File: config.mk
export PLATFORM = sky130hd
export DESIGN_NAME = fpcvt_i2f
export DESIGN_NICKNAME = d
export VERILOG_FILES = /design/src/rtl/fpcvt_i2f.sv
export SDC_FILE = /design/constraint.sdc
export NUM_CORES = 1
export LEC_CHECK = 0
export ABC_AREA = 1
export BUFFER_PORTS_ARGS = -buffer_cell sky130_fd_sc_hd__buf_2
export CORE_MARGIN = 10
export CORE_UTILIZATION = 50
export DETAILED_ROUTE_END_ITERATION = 10
export GPL_TIMING_DRIVEN = 0
export PLACE_DENSITY = 0.72
export SYNTH_ARGS = -nofsm -noshare
export SYNTH_HDL_FRONTEND = slang
export SYNTH_SLANG_ARGS = --single-unit
File: constraint.sdc
create_clock -name clk -period 4.2 [get_ports clk]
set_input_delay 0.21 -clock clk [delete_from_list [all_inputs] [get_ports clk]]
set_output_delay 0.21 -clock clk [all_outputs]
set_load 0.01 [all_outputs]
File: src/rtl/fpcvt_i2f.sv
// fpcvt_i2f: sequential integer -> IEEE-754 single-precision converter.
// Accepts a signed/unsigned integer, normalises it one bit per cycle,
// rounds, and presents the packed float over a valid/ready handshake.
// Build option: define FPCVT_RNE_EN for round-to-nearest-even; otherwise
// the mantissa is truncated toward zero. out_inexact is reported in both.
module fpcvt_i2f #(
  parameter int N = 32,
  parameter int M = 23
) (
  input  logic         clk,
  input  logic         rst,
  input  logic         in_valid,
  output logic         in_ready,
  input  logic [N-1:0] in_data,
  input  logic         in_signed,
  output logic         out_valid,
  input  logic         out_ready,
  output logic [N-1:0] out_data,
  output logic         out_inexact
);

  localparam int EB   = N - M - 1;
  localparam int KW   = $clog2(N);
  localparam int BIAS = (1 << (EB - 1)) - 1;
  localparam logic [EB-1:0] EXP_TOP = EB'(BIAS + N - 1);

  typedef enum logic [1:0] {
    IDLE,
    NORM,
    ROUND,
    DONE
  } state_t;

  state_t        state_q;
  logic          sign_q;
  logic [N-1:0]  mag_q;
  logic [KW-1:0] k_q;
  logic [N-1:0]  out_data_q;
  logic          out_inexact_q;
  logic          out_valid_q;

  logic          cap_sign;
  logic [N-1:0]  cap_mag;
  logic [M-1:0]  mant_raw;
  logic          guard_bit;
  logic          sticky_bit;
  logic          round_inc;
  logic [M:0]    mant_sum;
  logic [EB-1:0] exp_raw;
  logic [EB-1:0] exp_fin;

  // Capture path: sign and magnitude of the incoming operand
  always_comb begin
    cap_sign = in_signed & in_data[N-1];
    cap_mag  = cap_sign ? ((~in_data) + N'(1)) : in_data;
  end

  // Rounding datapath: mantissa/guard/sticky from the normalised magnitude
  always_comb begin
    mant_raw   = mag_q[N-2 -: M];
    guard_bit  = mag_q[N-2-M];
    sticky_bit = |mag_q[N-3-M:0];
`ifdef FPCVT_RNE_EN
    round_inc  = guard_bit & (sticky_bit | mant_raw[0]);
`else
    round_inc  = 1'b0;
`endif
    // A carry out of the mantissa leaves the field zero and bumps the exponent
    mant_sum   = {1'b0, mant_raw} + (M+1)'(round_inc);
    exp_raw    = EXP_TOP - EB'(k_q);
    exp_fin    = exp_raw + EB'(mant_sum[M]);
  end

  // Control FSM with registered result and status outputs
  always_ff @(posedge clk) begin
    if (rst) begin
      state_q       <= IDLE;
      sign_q        <= 1'b0;
      mag_q         <= '0;
      k_q           <= '0;
      out_data_q    <= '0;
      out_inexact_q <= 1'b0;
      out_valid_q   <= 1'b0;
    end else begin
      case (state_q)
        IDLE: begin
          if (in_valid) begin
            sign_q <= cap_sign;
            mag_q  <= cap_mag;
            k_q    <= '0;
            if (cap_mag == '0) begin
              out_data_q    <= '0;
              out_inexact_q <= 1'b0;
              out_valid_q   <= 1'b1;
              state_q       <= DONE;
            end else begin
              state_q <= NORM;
            end
          end
        end
        NORM: begin
          if (mag_q[N-1]) begin
            state_q <= ROUND;
          end else begin
            mag_q <= mag_q << 1;
            k_q   <= k_q + KW'(1);
          end
        end
        ROUND: begin
          out_data_q    <= {sign_q, exp_fin, mant_sum[M-1:0]};
          out_inexact_q <= guard_bit | sticky_bit;
          out_valid_q   <= 1'b1;
          state_q       <= DONE;
        end
        DONE: begin
          if (out_ready) begin
            out_valid_q <= 1'b0;
            state_q     <= IDLE;
          end
        end
        default: state_q <= IDLE;
      endcase
    end
  end

  assign in_ready    = (state_q == IDLE) & ~rst;
  assign out_valid   = out_valid_q;
  assign out_data    = out_data_q;
  assign out_inexact = out_inexact_q;

endmodule

Word-level counts from Yosys, hierarchy flattened
Cells that the tools add are included.
{"block": "totals", "out_inout_bits": 35, "reg_bits": 74, "word_cells": 58, "input_bits": 37}
{"block": "classes", "reduce_logical": 12, "bitwise": 5, "addsub": 3, "n_eq_ne": 8, "mux": 22}
{"op": "32-bit 2-to-1 mux", "n": 5}
{"op": "32-bit case mux with 2 select lines", "n": 2}
{"op": "32-bit by 1-bit adder with 32-bit output, second input constant", "n": 1}
{"op": "32-bit logical NOT", "n": 1}
{"op": "32-bit NOT", "n": 1}
{"op": "5-bit 2-to-1 mux", "n": 2}
{"op": "2-bit inequality test, second input constant", "n": 5}
{"op": "5-bit case mux with 2 select lines", "n": 1}
{"op": "3-bit AND reduction", "n": 3}
{"op": "2-bit 2-to-1 mux", "n": 4}
{"op": "2-bit case mux with 4 select lines", "n": 1}
{"op": "8-bit by 5-bit subtractor with 8-bit output, first input constant", "n": 1}
{"op": "7-bit OR reduction", "n": 1}
{"op": "5-bit by 1-bit adder with 5-bit output, second input constant", "n": 1}
{"op": "1-bit 2-to-1 mux", "n": 5}
{"op": "2-bit == test, second input constant", "n": 2}
{"op": "2-bit AND reduction", "n": 2}
{"op": "4-bit AND reduction", "n": 1}
{"op": "2-bit nonzero test", "n": 2}
{"op": "1-bit case mux with 3 select lines", "n": 1}
{"op": "3-bit nonzero test", "n": 1}
{"op": "1-bit bitwise AND", "n": 2}
{"op": "2-bit by 1-bit == test with 1-bit output, second input constant", "n": 1}
{"op": "2-bit logical NOT", "n": 1}
{"op": "other kinds (3)", "n": 3}

Longest topological paths before layout
{"block": "logic_depth", "depth_word": 7, "ltp_mapped": 20, "depth_no_buf": 19}

Least setup slack after synthesis
No wires, ideal clock.
{"block": "synth_path", "path_type": "register to register", "start": "register state_q[1]", "end": "register k_q[3]", "arrival_ns": 1.938, "stages_incl_launch_ff": 12, "setup_slack_ns": 2.135, "required_time_ns": 4.072, "setup_ns": 0.128, "path_buffers": 2, "path_cell_list": "dfxtp_1 inv_1 ha_1 inv_2 o21ai_0 inv_1 a21oi_1 inv_1 clkbuf_1 clkbuf_1 a21oi_1 nor2_1"}
{"block": "synth_between", "elab_chain_cells": 3}
{"element": "start: declaration", "line_no": "34", "rtl": "state_t state_q;"}
{"element": "start signal: assignment", "line_no": "77", "rtl": "state_q <= IDLE;"}
{"element": "start signal: assignment", "line_no": "95", "rtl": "state_q <= DONE;"}
{"element": "start signal: assignment", "line_no": "97", "rtl": "state_q <= NORM;"}
{"element": "2-bit by 1-bit == test with 1-bit output / 2-bit logical NOT (equally long branches)", "line_no": "85", "rtl": "case (state_q)"}
{"element": "2-bit inequality test (no line) / 2-bit nonzero test (equally long branches)"}
{"element": "3-bit AND reduction (no line)"}
{"element": "end signal: assignment", "line_no": "106", "rtl": "k_q <= k_q + KW'(1);"}
{"element": "end: declaration", "line_no": "37", "rtl": "logic [KW-1:0] k_q;"}
Parallel ways exist; a longest one is shown, timed or not.
A chain may end at the register's enable or synchronous reset.

Worst setup path in the final report
Same ends and word-level chain as after synthesis.

==> parameters.txt <==
Parameter                              Value

Power and ir drop
  Largest voltage drop on the vdd net ... between 0.0002 and 0.00025 V
  Final Total Pwr ... approximately 3800 uW
  Total power density per cell area ... about 710 nW/um^2
  P_leak ... between 0.002 and 0.003 uW

Synth
  Combined area of all synthesized cells ... 4630 sq um
  Number of distinct library cell variants in the gate-level netlist after synthesis ... 34
  Sequential area share after synthesis ... between 30% and 40%
  Synthesized instance count ... 777
  Net count of the mapped netlist ... slightly above 800
  Yosys reg bits ... between 70 and 80
  Average size of a mapped cell ... around 6.0 sq um
  Synth warn ... 0

Cells and area
  Fraction of final layout cells with drive strength greater than 1 ... between 10% and 20%
  Post-synthesis to final-layout area growth ... 15.4%
  Count of antenna diodes in the layout ... 0
  Number of nets in the layout ... approximately 900

Global routing
  Number of global-route vias before repair ... approximately 4800
  Total congestion overflow after global routing ... 0
  Global-route total usage across every layer ... a little over a fifth
  Antenna violations before repair ... 0
  Pin count of the biggest net entering global routing ... 14
  Wire length of the first global-routing pass ... 23000 microns

STA
  Unrepaired setup endpoints after global routing ... no
  Hold Fails Final Rpt ... 0
  Worst-Margin Slew ... between 500 and 600 ps
  Largest clock skew in the final design ... around 4.7 ps
  Fin crit period ... 2740 ps
  Achievable Freq ... around 370 MHz
  Final critical-path share of the clock period ... around two thirds
  Headroom to the max-slew limit ... about three fifths
  Total negative slack ... 0 ps
  Final number of max-transition violations ... 0
  Final setup violation count ... 0

Place
  HPWL after detailed placement ... approximately 12000 microns
  Routability congestion estimate ... 0.885
  Quantity of I/O buffers inserted on ports ... 71

Clock network
  Count of clock tree sinks ... between 70 and 80
  Maximum clock path buffer count ... 2
  Cts-stage hold buffer count ... 0
  Resized cells post-CTS ... 0
  Count of H-tree levels built during CTS ... 3
  Post-CTS Setup Inserts ... 0
  Number of CTS-inserted buffers ... 9
  Clock-pin slew of the registers on the worst-case setup and hold paths ... ~80 ps
  Worst-skew pair later-pin latency ... between 300 and 400 ps
  Cell at the root of the clock tree ... sky130_fd_sc_hd__clkbuf_8
  TritonCTS clock tree ... yes

Floorplanning
  Die Y ... 116 microns
  Number of placed I/O pins ... approximately 70
  Initial core utilization ... 50.6%
  Standard-cell row count ... 35
  Die Area ... 13500 sq um
  Die Width ... about 120 microns
  Standard cell core area ... about 9200 sq um

Run status
  Status ... complete, no violations

Drt
  Drt via density ... just over 5
  Number of detailed-routing iterations run before antenna repair ... 5
  DRC viols ... 0
  Total via count after detailed routing ... between 5000 and 6000
  Average wire per standard cell ... around 15 microns
  Number of routed nets with antenna violations ... 0
  Final wirelength ... 14200 microns
  DRT iter0 DRCs ... 310

Worst setup path
  Nature of the critical path startpoint ... flop
  Biggest fanout along the worst timing path ... 10
  Worst path arrival time ... between 2000 and 3000 ps
  CP required ... between 4000 and 5000 ps
  Nature of the critical path endpoint ... flop
  Worst setup path category ... reg -> reg

Run
  Number of violations of the max-capacitance limit ... 0

Hold path
  Classification of the worst-slack hold path ... in -> reg
## per-stage QoR
step | worst slack, ps | util (%) | cell area (sq um) | std cells | hold slack (ps)
final | 1460 | 58.4 | 5350 | 975 | 91.4
after global routing | 1240 | 58.4 | 5350 | 975 | 116
after CTS | 1520 | 58.4 | 5350 | 975 | 89.1
after detailed placement | 1570 | 56.0 | 5130 | 959 | 464
after global placement | 1610 | 56.0 | 5130 | 959 | 448
after floorplan | 2130 | - | 4630 | 777 | 288
## synth_stat cells
cell                       number  area (sq um)
sky130_fd_sc_hd__nand2_1      239           897
sky130_fd_sc_hd__nor2_1       121           454
sky130_fd_sc_hd__nor2_2         5          31.3
sky130_fd_sc_hd__nor2_4         2          22.5
sky130_fd_sc_hd__nand2_2        7          43.8
sky130_fd_sc_hd__inv_1         68           255
sky130_fd_sc_hd__or2_1          1          6.26
sky130_fd_sc_hd__nand2_4        3          33.8
sky130_fd_sc_hd__a221oi_1       8          70.1
sky130_fd_sc_hd__buf_6          2          22.5
sky130_fd_sc_hd__inv_2          2          7.51
sky130_fd_sc_hd__a31oi_1        3          18.8
sky130_fd_sc_hd__ha_1           7          87.6
sky130_fd_sc_hd__and2_1         1          6.26
sky130_fd_sc_hd__dfxtp_1       74          1480
sky130_fd_sc_hd__nand3b_1       3          22.5
sky130_fd_sc_hd__o21ai_1        1          5.00
sky130_fd_sc_hd__o21ai_0       25           125
sky130_fd_sc_hd__buf_2          5          25.0
sky130_fd_sc_hd__xor2_1         3          26.3
sky130_fd_sc_hd__clkbuf_1      24          90.1
sky130_fd_sc_hd__inv_4          1          6.26
sky130_fd_sc_hd__buf_4          4          30.0
sky130_fd_sc_hd__or2_2          3          18.8
sky130_fd_sc_hd__o22ai_1        4          25.0
sky130_fd_sc_hd__o211ai_1       2          15.0
sky130_fd_sc_hd__a21oi_2        1          8.76
sky130_fd_sc_hd__a21oi_1       78           390
sky130_fd_sc_hd__clkinv_1       2          7.51
sky130_fd_sc_hd__nor3_1         3          15.0
sky130_fd_sc_hd__a211oi_1       1          7.51
sky130_fd_sc_hd__o41ai_1        1          8.76
sky130_fd_sc_hd__nand3_1       71           355
sky130_fd_sc_hd__nand4_1        2          12.5
## layout by cell type, fill, tap and decap left out, types with 4 or more instances in the layout
master                     instances
sky130_fd_sc_hd__a21oi_1          78
sky130_fd_sc_hd__a221oi_1          8
sky130_fd_sc_hd__buf_2            76
sky130_fd_sc_hd__buf_4             4
sky130_fd_sc_hd__clkbuf_1         24
sky130_fd_sc_hd__clkbuf_8          9
sky130_fd_sc_hd__dfxtp_1          74
sky130_fd_sc_hd__ha_1              7
sky130_fd_sc_hd__inv_1            68
sky130_fd_sc_hd__nand2_1         239
sky130_fd_sc_hd__nand2_2           7
sky130_fd_sc_hd__nand3_1          71
sky130_fd_sc_hd__nor2_1          121
sky130_fd_sc_hd__nor2_2            5
sky130_fd_sc_hd__o21ai_0          25
sky130_fd_sc_hd__o22ai_1           4
## worst paths after layout
check,start,to,slack [ps],depth (start not counted)
worst min register to register,out_data[24]$_SDFFE_PP0P_,out_data[24]$_SDFFE_PP0P_,480,2
worst max-delay path,state_q[1]$_SDFFE_PP0P_,k_q[3]$_SDFFE_PP0P_,1460,11
worst min-delay path,rst,state_q[0]$_SDFFE_PP0P_,90,2
worst max register to register,state_q[1]$_SDFFE_PP0P_,k_q[3]$_SDFFE_PP0P_,1460,11
## power breakdown
group | total [uW] | switching (uW) | internal [uW]
Combinational | 1970 | 1300 | 677
Clock | 610 | 277 | 333
Sequential | 1210 | 194 | 1010
## critical path: stages, from the launching register on
cell	delay [ps]
sky130_fd_sc_hd__dfxtp_1	350
sky130_fd_sc_hd__inv_1	90
sky130_fd_sc_hd__ha_1	300
sky130_fd_sc_hd__inv_2	150
sky130_fd_sc_hd__o21ai_0	330
sky130_fd_sc_hd__inv_1	70
sky130_fd_sc_hd__a21oi_1	370
sky130_fd_sc_hd__inv_1	120
sky130_fd_sc_hd__clkbuf_1	260
sky130_fd_sc_hd__clkbuf_1	310
sky130_fd_sc_hd__a21oi_1	210
sky130_fd_sc_hd__nor2_1	50
## sequential cells by signal (all words and copies together), names as in the netlist
name,flops
sign_q,1
mag_q,32
k_q,5
out_valid,1
state_q,2
out_data,32
out_inexact,1
## kinds of logic after synthesis
group / share of synthesized area [%]
flip-flops: 32.0
AND/OR/NAND/NOR: 41.4
XOR/XNOR: 0.567
adder cells (fa/ha/maj): 1.89
AO/OA/AOI/OAI: 14.6
buffers and inverters: 9.59
## final cells by class
type / instances / area, sq um
fill: 939 / 3810
clock inverter: 7 / 93.8
buffer: 35 / 168
sequential: 74 / 1480
clock buffer: 9 / 124
multi-input combinational: 595 / 2710
tap: 111 / 139
timing repair buffer: 71 / 355
inverter: 73 / 277
## routing by layer
| layer | global-route usage [%] | up-vias | share of wire (%) |
|---|---|---|---|
| met5 | 0 | - | 0 |
| met2 | 38.0 | 130 | 48 |
| met3 | 3.54 | 20 | 4.8 |
| li1 | - | 2652 | - |
| met1 | 24.7 | 2239 | 45 |
| met4 | 7.26 | 0 | 2.1 |
No activity file was read; power rests on OpenSTA's default activity.
